**src/rtl/oscilo_pkg.sv**
```systemverilog
// Shared types for the acquisition path: trigger modes and sequencer states.
package oscilo_pkg;

  localparam int DEF_SAMPLE_DEPTH = 8;

  typedef enum logic [1:0] {
    MODE_STOP   = 2'd0,
    MODE_AUTO   = 2'd1,
    MODE_NORMAL = 2'd2,
    MODE_SINGLE = 2'd3
  } mode_e;

  typedef enum logic [2:0] {
    ST_IDLE,
    ST_ARM,
    ST_WAIT,
    ST_READ,
    ST_HOLD
  } state_e;

endpackage

```
**src/rtl/rd_skid.sv**
```systemverilog
// Two-entry landing buffer for a 1-cycle-latency memory read port.
// A read is issued only when the output register plus skid register are
// guaranteed to have room for its data, so no sample is ever dropped.
module rd_skid #(
  parameter int DW = 8
) (
  input  logic          clk,
  input  logic          rst_n,
  input  logic          req,
  input  logic          req_last,
  output logic          rd_en,
  input  logic [DW-1:0] rd_data,
  output logic          out_valid,
  output logic [DW-1:0] out_data,
  output logic          out_last,
  input  logic          out_ready
);

  logic          inflight, inflight_last;
  logic          last_q;
  logic          skid_vld, skid_last;
  logic [DW-1:0] skid_data;
  logic          pop;
  logic [1:0]    occ;

  assign pop = out_valid & out_ready;
  // Entries held after this edge, counting the read already in flight.
  assign occ = {1'b0, out_valid} + {1'b0, skid_vld} + {1'b0, inflight} - {1'b0, pop};
  assign rd_en    = req & (occ <= 2'd1);
  assign out_last = out_valid & last_q;

  // Ordered two-deep queue: output register is the head, skid the tail.
  always_ff @(posedge clk or negedge rst_n) begin
    if (!rst_n) begin
      inflight      <= 1'b0;
      inflight_last <= 1'b0;
      out_valid     <= 1'b0;
      out_data      <= '0;
      last_q        <= 1'b0;
      skid_vld      <= 1'b0;
      skid_data     <= '0;
      skid_last     <= 1'b0;
    end else begin
      inflight      <= rd_en;
      inflight_last <= rd_en & req_last;
      if (!out_valid || pop) begin
        if (skid_vld) begin
          out_valid <= 1'b1;
          out_data  <= skid_data;
          last_q    <= skid_last;
          skid_vld  <= inflight;
          if (inflight) begin
            skid_data <= rd_data;
            skid_last <= inflight_last;
          end
        end else if (inflight) begin
          out_valid <= 1'b1;
          out_data  <= rd_data;
          last_q    <= inflight_last;
        end else begin
          out_valid <= 1'b0;
        end
      end else if (inflight) begin
        skid_vld  <= 1'b1;
        skid_data <= rd_data;
        skid_last <= inflight_last;
      end
    end
  end

endmodule

```
**src/rtl/acq_controller.sv**
```systemverilog
// Acquisition sequencer: arms the sampler, forces a trigger on auto-mode
// timeout, streams the finished record oldest-first, then holds off and
// re-arms or stops depending on the trigger mode.
module acq_controller
  import oscilo_pkg::*;
#(
  parameter int          SAMPLE_DEPTH = DEF_SAMPLE_DEPTH,
  parameter int unsigned AUTO_TIMEOUT = 5_000_000,
  parameter int unsigned HOLDOFF      = 1000
) (
  input  logic                    clk_50mhz,
  input  logic                    reset,
  input  logic [1:0]              mode,
  input  logic                    arm,
  output logic                    smp_activate,
  input  logic                    smp_done,
  output logic                    force_trig,
  input  logic [SAMPLE_DEPTH-1:0] rec_start,
  output logic                    mem_rd_en,
  output logic [SAMPLE_DEPTH-1:0] mem_rd_addr,
  input  logic [7:0]              mem_rd_data,
  output logic                    out_valid,
  output logic [7:0]              out_data,
  output logic                    out_last,
  input  logic                    out_ready,
  output logic                    busy,
  output logic                    auto_trig
);

  localparam logic [SAMPLE_DEPTH:0] N_RD     = {1'b1, {SAMPLE_DEPTH{1'b0}}};
  localparam logic [31:0]           TMO_LAST = 32'(AUTO_TIMEOUT - 1);
  localparam logic [15:0]           HLD_LAST = 16'(HOLDOFF - 1);

  state_e                  state, nxt;
  mode_e                   mode_in, mode_q;
  logic [31:0]             tmo_cnt;
  logic [15:0]             hold_cnt;
  logic [SAMPLE_DEPTH:0]   rd_cnt;
  logic [SAMPLE_DEPTH-1:0] rd_ptr;
  logic                    forced;
  logic                    done_seen, fire_tmo, last_acc;
  logic                    rd_req, rd_req_last;

  assign mode_in     = mode_e'(mode);
  assign mem_rd_addr = rd_ptr;
  // Sampler clears done during its first setup cycles; ignore it until then.
  assign done_seen = (state == ST_WAIT) && (tmo_cnt >= 32'd2) && smp_done;
  assign fire_tmo  = (state == ST_WAIT) && (mode_q == MODE_AUTO) && (tmo_cnt == TMO_LAST)
                     && !forced && !done_seen;
  assign last_acc  = out_valid & out_ready & out_last;

  // State register
  always_ff @(posedge clk_50mhz or negedge reset) begin
    if (!reset) state <= ST_IDLE;
    else        state <= nxt;
  end

  // Next-state logic; mode is only sampled in IDLE and at the end of HOLD
  always_comb begin
    nxt = state;
    case (state)
      ST_IDLE: begin
        if (mode_in == MODE_AUTO || mode_in == MODE_NORMAL) nxt = ST_ARM;
        else if (mode_in == MODE_SINGLE && arm)             nxt = ST_ARM;
      end
      ST_ARM:  nxt = ST_WAIT;
      ST_WAIT: if (done_seen) nxt = ST_READ;
      ST_READ: if (last_acc)  nxt = ST_HOLD;
      ST_HOLD: begin
        if (hold_cnt == HLD_LAST)
          nxt = (mode_q == MODE_SINGLE || mode_in == MODE_STOP) ? ST_IDLE : ST_ARM;
      end
      default: nxt = ST_IDLE;
    endcase
  end

  // Output decode from current state
  always_comb begin
    busy        = (state != ST_IDLE);
    rd_req      = (state == ST_READ) && (rd_cnt != N_RD);
    rd_req_last = (rd_cnt == N_RD - 1'b1);
  end

  // Registered one-cycle pulses to the sampler and trigger logic
  always_ff @(posedge clk_50mhz or negedge reset) begin
    if (!reset) begin
      smp_activate <= 1'b0;
      force_trig   <= 1'b0;
    end else begin
      smp_activate <= (nxt == ST_ARM);
      force_trig   <= fire_tmo;
    end
  end

  // Sweep counters, read pointer and trigger-source flag
  always_ff @(posedge clk_50mhz or negedge reset) begin
    if (!reset) begin
      mode_q    <= MODE_STOP;
      tmo_cnt   <= '0;
      hold_cnt  <= '0;
      rd_cnt    <= '0;
      rd_ptr    <= '0;
      forced    <= 1'b0;
      auto_trig <= 1'b0;
    end else begin
      case (state)
        ST_ARM: begin
          mode_q  <= mode_in;
          tmo_cnt <= '0;
          forced  <= 1'b0;
        end
        ST_WAIT: begin
          if (tmo_cnt != '1) tmo_cnt <= tmo_cnt + 1'b1;
          if (fire_tmo)      forced  <= 1'b1;
          if (done_seen) begin
            rd_ptr    <= rec_start;
            rd_cnt    <= '0;
            auto_trig <= forced;
          end
        end
        ST_READ: begin
          hold_cnt <= '0;
          if (mem_rd_en) begin
            rd_ptr <= rd_ptr + 1'b1;
            rd_cnt <= rd_cnt + 1'b1;
          end
        end
        ST_HOLD: hold_cnt <= hold_cnt + 1'b1;
        default: ;
      endcase
    end
  end

  rd_skid #(.DW(8)) u_skid (
    .clk       (clk_50mhz),
    .rst_n     (reset),
    .req       (rd_req),
    .req_last  (rd_req_last),
    .rd_en     (mem_rd_en),
    .rd_data   (mem_rd_data),
    .out_valid (out_valid),
    .out_data  (out_data),
    .out_last  (out_last),
    .out_ready (out_ready)
  );

endmodule

```
**config.mk**
```make
export PLATFORM = sky130hd
export DESIGN_NAME = acq_controller
export DESIGN_NICKNAME = d
export VERILOG_FILES = /design/src/rtl/oscilo_pkg.sv /design/src/rtl/rd_skid.sv /design/src/rtl/acq_controller.sv
export SDC_FILE = /design/constraint.sdc
export NUM_CORES = 1
export LEC_CHECK = 0
export CORE_MARGIN = 2
export CORE_UTILIZATION = 30
export DETAILED_ROUTE_END_ITERATION = 8
export PLACE_DENSITY = 0.56
export SLEW_MARGIN = 20
export SYNTH_ARGS = -nofsm -noshare
export SYNTH_HDL_FRONTEND = slang
export SYNTH_SLANG_ARGS = --single-unit
```
**constraint.sdc**
```tcl
create_clock -name clk_50mhz -period 6 [get_ports clk_50mhz]
set_clock_uncertainty 0.15 [all_clocks]
set_input_delay 0.6 -clock clk_50mhz [delete_from_list [all_inputs] [get_ports clk_50mhz]]
set_output_delay 0.6 -clock clk_50mhz [all_outputs]
set_load 0.005 [all_outputs]
```
**After elaboration in Yosys (flattened, before gate mapping)**

Index checks and enable logic that the tools add are counted.

- Flip-flop bits (word level): 96
- Bits of input ports: 23
- Output and inout bits: 23
- Word-level logic and storage cells: 112

- $add $sub $neg: 7
- Magnitude comparators: 2
- Eq/ne operators: 20
- Mux-type cells: 33
- Bitwise operators: 5
- Reduce and logical (&&, ||, !) cells: 27

Operator list:

| kind | count |
|---|---|
| $pmux 32 s2 | 1 |
| $mux 8 | 7 |
| $add 32x1->32 const B | 1 |
| $eq 32x23->1 const B | 1 |
| $ge 32x2->1 const B | 1 |
| $mux 32 | 1 |
| $ne 32x32->1 const B | 1 |
| $pmux 16 s2 | 1 |
| $mux 9 | 2 |
| $pmux 9 s2 | 1 |
| $add 16x1->16 const B | 1 |
| $eq 16x10->1 const B | 1 |
| $pmux 8 s2 | 1 |
| $mux 3 | 5 |
| $pmux 3 s5 | 1 |
| $mux 1 | 12 |
| $reduce_bool 2->1 | 5 |
| $add 9x1->9 const B | 1 |
| $eq 9x8->1 const B | 1 |
| $ne 9x9->1 const B | 1 |
| $add 8x1->8 const B | 1 |
| $logic_and 1x1->1 | 8 |
| $reduce_and 2->1 | 4 |
| $eq 2x2->1 const B | 3 |
| other kinds (18) | 32 |

**Logic depth before layout (Yosys ltp)**

Gate-level depths: netlist of run 1.

- Word-level depth: 7
- Gate-level depth with buffers: 11
- Depth with buffers taken out: 10

**Cells and area by module**

From an unflattened synthesis of run 1, not the netlist that was laid out.

- Cell total of the unflattened synthesis: 536
- Area, all modules: 5,222.5 um^2

Modules (own cells, without submodules):

| module | instances | cells an instance | area each (um^2) | sequential area each (um^2) |
|---|---|---|---|---|
| acq_controller | 1 | 468 | 4,221.5 | 1,851.8 |
| rd_skid | 1 | 68 | 1,001.0 | 550.5 |

**Least setup slack after synthesis of run 1**

No wires, ideal clock.

- Path kind: in2out
- Start: in out_ready
- End: out mem_rd_en
- Data arrival time: 2.075 ns
- Required time: 5.250 ns
- Setup slack: 3.175 ns
- Stages: 9
- Buffers on the path: 1
- Cell sequence: and2_1 -> ha_1 -> inv_1 -> ha_1 -> a21oi_1 -> xnor2_1 -> or2_1 -> inv_2 -> buf_2

- Longest elaborated chain between the ends: 4

Ends and longest elaborated chain:

| element | RTL line | source |
|---|---|---|
| start, declared | acq_controller.sv:25 | `input logic out_ready,` |
| $and 1x1->1 | rd_skid.sv:26 | `assign pop = out_valid & out_ready;` |
| $sub 2x1->2 | rd_skid.sv:28 | `assign occ = {1'b0, out_valid} + {1'b0, skid_vld} + {1'b0, inflight} - {1'b0, pop};` |
| $le 2x1->1 | rd_skid.sv:29 | `assign rd_en = req & (occ <= 2'd1);` |
| $and 1x1->1 | rd_skid.sv:29 |  |
| end, declared | acq_controller.sv:19 | `output logic mem_rd_en,` |

No other way between the ends.

**Final worst setup path of run 1**

Ends and elaborated chain as after synthesis.

==> flow_summary.yaml, run 1 <==
outcome:
  status: "finished clean"
synth:
  synth.area.top_cells: "dfrtp_1 (47%), a21oi_1 (4.3%), nand2_1 (3.7%)"
  postSynthAreaPerCell_um2: 9.52
  yosys.area_share.adder_pct: 2.72
  synth-compound-area-share_pct: 16.5
  synth_most_common_cell: "dfrtp_1"
  ys.warnings.count: 0
  synth_xor_area_share_pct: 1.38
  synth_simple_gate_area_share_pct: 24.2
  synth-edff-count: 0
  muxShareOfSynthArea_pct: 4.96
  synth_top_area_cell: "dfrtp_1"
  synth_top_family_by_area: "simple AND/OR/NAND/NOR gates"
  synth_cells: 532
  syn_nets: 566
  yosysSeqAreaShare_pct: 47.4
  async_flop_share_pct: 100
  synth.top_cell.area_share_pct: 47.4
  yosys-top-cells-count: "dfrtp_1 (96), nand2_1 (50), a21oi_1 (44), nor2_1 (34), nand3_1 (31)"
  yosys_register_bits: 96
  synth_cell_types: 56
  ys.flop_type: "dfrtp_1"
  syn_area_um2: 5070
critical_path:
  worstSetupStartpointType: "input pin"
  worstSetupPathType: "in2out"
  required_ns: 5.25
  cp.arrival_ns: 3.36
  path_max_fanout: 13
  worstSetupEndpointType: "primary output"
pwr:
  pwr-share-clk_pct: 23.4
  switching_share_pct: 37.4
  p_leak_nw: 2.43
  p_switching_mw: 0.862
  power_mw: 2.31
  ir_drop_uv: 170
  p_comb_share_pct: 36.4
  p_int_mw: 1.45
  power_density_nw_per_um2: 384
  power_frac_seq_pct: 40.2
clock_network:
  cts_tree: "done"
  clk_path_buf_depth: 2
  root_buffer: "clkbuf_16"
  htree_levels: 3
  cts_resized: 0
  clkTransAtPathRegs_ns: 0.07
  numCtsBuffers: 9
  cts.sinks: 96
  cts_setup_buffers: 0
  hold_buffers: 0
  insertion_delay_ns: 0.35
worst_hold_path:
  min_path_type: "in2async"
placed_design:
  place.gp.congestion: 0.851
  dpl.hpwl_mm: 8.32
  port_buffers: 45
  pre_cts_ws_ns: 1.89
timing:
  post-route-period-util_pct: 68.5
  rsz0062_at_grt: "no"
  relSlewSlack_pct: 35.7
  fin_crit_ns: 4.11
  fin_tns_setup_ns: 0
  worst_slack_ns: 1.89
  fmax_ghz: 0.243
  tightest_slew_ns: 0.958
  hold_violations: 0
  final_max_slew_viol_count: 0
  setup_violations: 0
floorplan:
  die_x_um: 134
  die_h_um: 134
  initial_core_util_pct: 30.7
  rows: 47
  design.core.area_um2: 16500
  ios: 46
  die-area_um2: 17900
global_route:
  grt_pass1_wl_mm: 20.4
  overflow: 0
  grt_use_total_pct: 14.0
  grt_antenna_before_repair: 0
  grt_max_degree: 57
  grt_pass1_vias: 4114
route:
  drt-initial-drc-count: 235
  remaining_drc_errors: 0
  drt_wl_total_mm: 11.9
  postRouteAntennaNets: 0
  first_pass_iters: 4
  route.vias.total: 4218
  viasPerCell: 5.29
  routedWlPerCell_um: 14.9
finish:
  area_delta_synth_final_pct: 18.7
  final_util_pct: 36.4
  antenna_cells_inserted: 0
  nFillCells: 1676
  final_nets: 607
  drive_above_1_share_pct: 6.92
flow_run:
  max-cap-violations: 0
## cells by family (layout without fill, tap and decap cells)
family	count (synthesis)	in the layout
XOR/XNOR	8	8
buffers and inverters	35	81
flip-flops	96	96
AO/OA/AOI/OAI	133	133
AND/OR/NAND/NOR	225	225
multiplexers	24	24
adder cells (fa/ha/maj)	11	11
## critical path, stage by stage
cell	delay [ns]
clkdlybuf4s50_1	0.43
and2_1	0.17
ha_1	0.27
inv_1	0.04
ha_1	0.25
a21oi_1	0.07
xnor2_1	0.41
or2_1	0.42
inv_2	0.20
clkdlybuf4s50_1	0.49
## metal layers
layer	part of all wire, %	up-vias	GRT usage, %	wire length, um
met5	0	-	0	0
met4	1.1	0	3.96	132
met3	3.9	13	3.29	469
met2	46	75	22.0	5510
met1	49	2047	19.5	5780
li1	-	2083	-	-
## registers in the layout, indices dropped and copies added, names as in the netlist
name / flops
u_skid.inflight_last: 1
u_skid.skid_data: 8
rd_cnt: 9
u_skid.inflight: 1
u_skid.out_data: 8
force_trig: 1
forced: 1
u_skid.skid_vld: 1
smp_activate: 1
u_skid.skid_last: 1
state: 3
mem_rd_addr: 8
mode_q: 2
u_skid.out_valid: 1
u_skid.last_q: 1
tmo_cnt: 32
auto_trig: 1
hold_cnt: 16
## cells in the final DEF, fill, tap and decap left out, types with 3 or more instances in the layout
master / count
nor2_1: 33
ha_1: 11
o31ai_1: 15
or4_1: 11
mux2i_1: 15
clkbuf_16: 9
buf_4: 4
nor3_1: 11
nand2_1: 50
o211ai_1: 6
xnor2_1: 8
a21oi_1: 44
o2bb2ai_1: 3
o21ai_1: 7
o21ai_0: 29
and4_1: 4
dfrtp_1: 96
nor3b_1: 3
nand2b_1: 5
nor4_1: 14
nand4_1: 13
or3_1: 15
o22ai_1: 10
and3_1: 8
clkdlybuf4s50_1: 44
a311oi_1: 3
inv_1: 16
nand3_1: 31
and2_1: 9
mux2_2: 9
o41ai_1: 4
## cell type report
| type | instances | area, um^2 | share of cell area [%] |
|---|---|---|---|
| clock buffer | 11 | 233 | 3.87 |
| timing repair buffer | 48 | 470 | 7.82 |
| sequential | 96 | 2400 | 39.9 |
| inverter | 17 | 63.8 | 1.06 |
| multi-input combinational | 401 | 2530 | 42.0 |
| clock inverter | 5 | 41.3 | 0.686 |
| tap | 220 | 275 | 4.58 |
## metrics by stage
step / instance area (um^2) / hold slack (ns) / std cells
3_3_place_gp: 5740 / 0.312 / 782
6_report: 6010 / 0.0557 / 798
4_1_cts: 6010 / 0.0787 / 798
2_1_floorplan: 5070 / 0.154 / 532
3_5_place_dp: 5740 / 0.319 / 782
5_1_grt: 6010 / 0.0959 / 798
## power by group through the flow
stage / sequential, mW / clock, mW / combinational [mW]
2_1_floorplan: 0.900 / 0 / 0.556
3_3_place_gp: 0.932 / 0 / 0.818
3_5_place_dp: 0.942 / 0 / 0.843
4_1_cts: 0.929 / 0.554 / 0.847
5_1_grt: 0.952 / 0.585 / 0.940
6_report: 0.929 / 0.540 / 0.839
## final timing paths
check,cells past startpoint,to,slack (ns),from
max,10,mem_rd_en,1.89,out_ready
max in group asynchronous,2,tmo_cnt[17],4.52,reset
max reg2reg,10,mem_rd_addr[0],3.02,u_skid.out_valid
min in group clk_50mhz,1,hold_cnt[15],0.32,hold_cnt[15]
min,1,hold_cnt[6],0.06,reset
min reg2reg,1,hold_cnt[15],0.32,hold_cnt[15]
(Power assumes the default switching activity.)
==> run 2: changes to the inputs <==
--- a/config.mk
+++ b/config.mk
@@ -8,7 +8,7 @@
 export CORE_MARGIN = 2
 export CORE_UTILIZATION = 30
 export DETAILED_ROUTE_END_ITERATION = 8
-export PLACE_DENSITY = 0.56
+export PLACE_DENSITY = 0.58
 export SLEW_MARGIN = 20
 export SYNTH_ARGS = -nofsm -noshare
 export SYNTH_HDL_FRONTEND = slang
==> constraint.sdc (replaced) <==
create_clock -name clk_50mhz -period 3.4 [get_ports clk_50mhz]
set_clock_uncertainty 0.15 [all_clocks]
set_input_delay 0.34 -clock clk_50mhz [delete_from_list [all_inputs] [get_ports clk_50mhz]]
set_output_delay 0.34 -clock clk_50mhz [all_outputs]
set_load 0.005 [all_outputs]
==> flow_summary.yaml, run 2 (synthesized netlist as in run 1, its figures left out) <==
route:
  drt-initial-drc-count: 230
  route.vias.total: 4301
  postRouteAntennaNets: 0
  first_pass_iters: 5
  viasPerCell: 5.35
  routedWlPerCell_um: 15.3
  drt_wl_total_mm: 12.3
  remaining_drc_errors: 0
critical_path:
  path_cells: "and2_1, ha_1, inv_1, ha_1, a21oi_1, xnor2_2, or2_1, inv_2, clkdlybuf4s50_1"
  slowest_delay_ns: 0.49
  worstSetupStartpointType: "register"
  required_ns: 2.91
  worstSetupPathType: "reg2out"
  cp.arrival_ns: 2.74
  cp_common_cell: "ha_1"
  crit_slowest_cell: "clkdlybuf4s50_1"
  path_max_fanout: 6
  worstSetupEndpointType: "primary output"
timing:
  fin_crit_ns: 3.23
  setup_violations: 0
  hold_violations: 0
  final_max_slew_viol_count: 0
  post-route-period-util_pct: 95.1
  tightest_slew_ns: 0.972
  relSlewSlack_pct: 34.9
  fmax_ghz: 0.309
finish:
  top_regs: "tmo_cnt (32), hold_cnt (16), rd_cnt (9)"
  final_util_pct: 36.9
  drive_above_1_share_pct: 8.05
  layout.cells.non_filler: 804
  most-common-layout-cells: "dfrtp_1 (96), nand2_1 (50), a21oi_1 (44), clkdlybuf4s50_1 (44), nor2_1 (34)"
  regMostFlops: "tmo_cnt"
  largest_reg_flops: 32
  final_nets: 613
  layout_commonest_cell: "dfrtp_1"
  area_delta_synth_final_pct: 20.4
  antenna_cells_inserted: 0
clock_network:
  insertion_delay_ns: 0.35
  numCtsBuffers: 9
  htree_levels: 3
  clkTransAtPathRegs_ns: 0.08
  clk_path_buf_depth: 2
  cts_tree: "done"
  cts.sinks: 96
  root_buffer: "clkbuf_16"
global_route:
  grt_max_degree: 97
  grt_antenna_before_repair: 0
  grt_pass1_vias: 4209
  grt_use_total_pct: 14.1
  grt_pass1_wl_mm: 20.8
  overflow: 0
floorplan:
  die-area_um2: 17900
  ios: 46
  die_x_um: 134
  initial_core_util_pct: 30.7
  die_h_um: 134
  rows: 47
  design.core.area_um2: 16500
pwr:
  switching_share_pct: 37.5
  power_density_nw_per_um2: 689
  p_comb_share_pct: 37.0
  pwr-share-clk_pct: 24.3
  p_switching_mw: 1.58
  ir_drop_uv: 293
  p_int_mw: 2.63
  power_mw: 4.21
  p_leak_nw: 2.49
  power_frac_seq_pct: 38.7
placed_design:
  place.gp.congestion: 0.831
  placed_cells: 787
  port_buffers: 45
  dpl.hpwl_mm: 8.54
flow_run:
  max-cap-violations: 0
worst_hold_path:
  min_path_type: "reg2reg"
outcome:
  status: "finished clean"
[run 2: changes by cell type in the layout (fill, tap and decap cells not counted), sizes merged]
cell	before	now
buf	4	9
clkbuf	11	10
inv	18	22
clkinv	2	1
dlygate4sd3	0	1
clkinvlp	2	0
[run 2: stage by stage]
stage | instance area, um^2 | worst slack (ns) | hold WS [ns] | setup TNS, ns
after detailed placement | 5790 | 0.197 | 0.289 | 0
final | 6100 | 0.166 | 0.327 | 0
after global placement | 5790 | 0.212 | 0.289 | 0
after global routing | 6100 | -0.0116 | 0.348 | -0.0116
after floorplan | 5070 | 0.963 | -0.106 | 0
after CTS | 6090 | 0.163 | 0.331 | 0
[run 2: power by group through the flow]
stage	clock network, mW	logic, mW	registers [mW]
floorplan	0	0.981	1.59
global placement	0	1.51	1.63
CTS	1.05	1.56	1.63
global route	1.09	1.73	1.67
finish	1.02	1.56	1.63
detailed placement	0	1.56	1.65
[run 2: area by class of cell]
cell class / instances / area, um^2
multi-input cells: 401 / 2530
well taps: 220 / 275
repair buffers: 54 / 531
fillers: 1703 / 10400
inverters: 17 / 63.8
clock buffers: 10 / 239
clock inverters: 6 / 57.6
flip-flops and latches: 96 / 2400
[run 2: routing by layer]
metal	GRT usage (%)	vias up	wire length, um
met5	0	-	0
met2	23.1	93	5890
li1	-	2071	-
met4	3.25	0	139
met3	3.59	11	488
met1	18.8	2126	5810
[run 2: worst max-delay path: cells and delay by family (launching register included)]
kind                     cells  cell delay (ns)
AND/OR/NAND/NOR              2             0.47
AO/OA/AOI/OAI                1             0.23
adder cells (fa/ha/maj)      2             0.53
XOR/XNOR                     1             0.14
buffers and inverters        3             0.60
flip-flops                   1             0.42
[run 2: repair_timing]
action / in CTS / in global routing
endpoints found under the hold margin: 96 / 0
hold buffers: 1 / 0
setup endpoints to repair: 0 / 1
gates resized for setup: 0 / 1
buffers inserted: 0 / 0
[run 2: final timing paths]
check                                 end  slack [ns]  cells after the start        startpoint
max                             mem_rd_en        0.17                      9  u_skid.out_valid
min                          hold_cnt[15]        0.33                      1      hold_cnt[15]
max reg2reg                mem_rd_addr[0]        0.61                     11  u_skid.out_valid
min reg2reg                  hold_cnt[15]        0.33                      1      hold_cnt[15]
max in group asynchronous     tmo_cnt[15]        2.27                      3             reset
min in group asynchronous     hold_cnt[7]        0.42                      3             reset
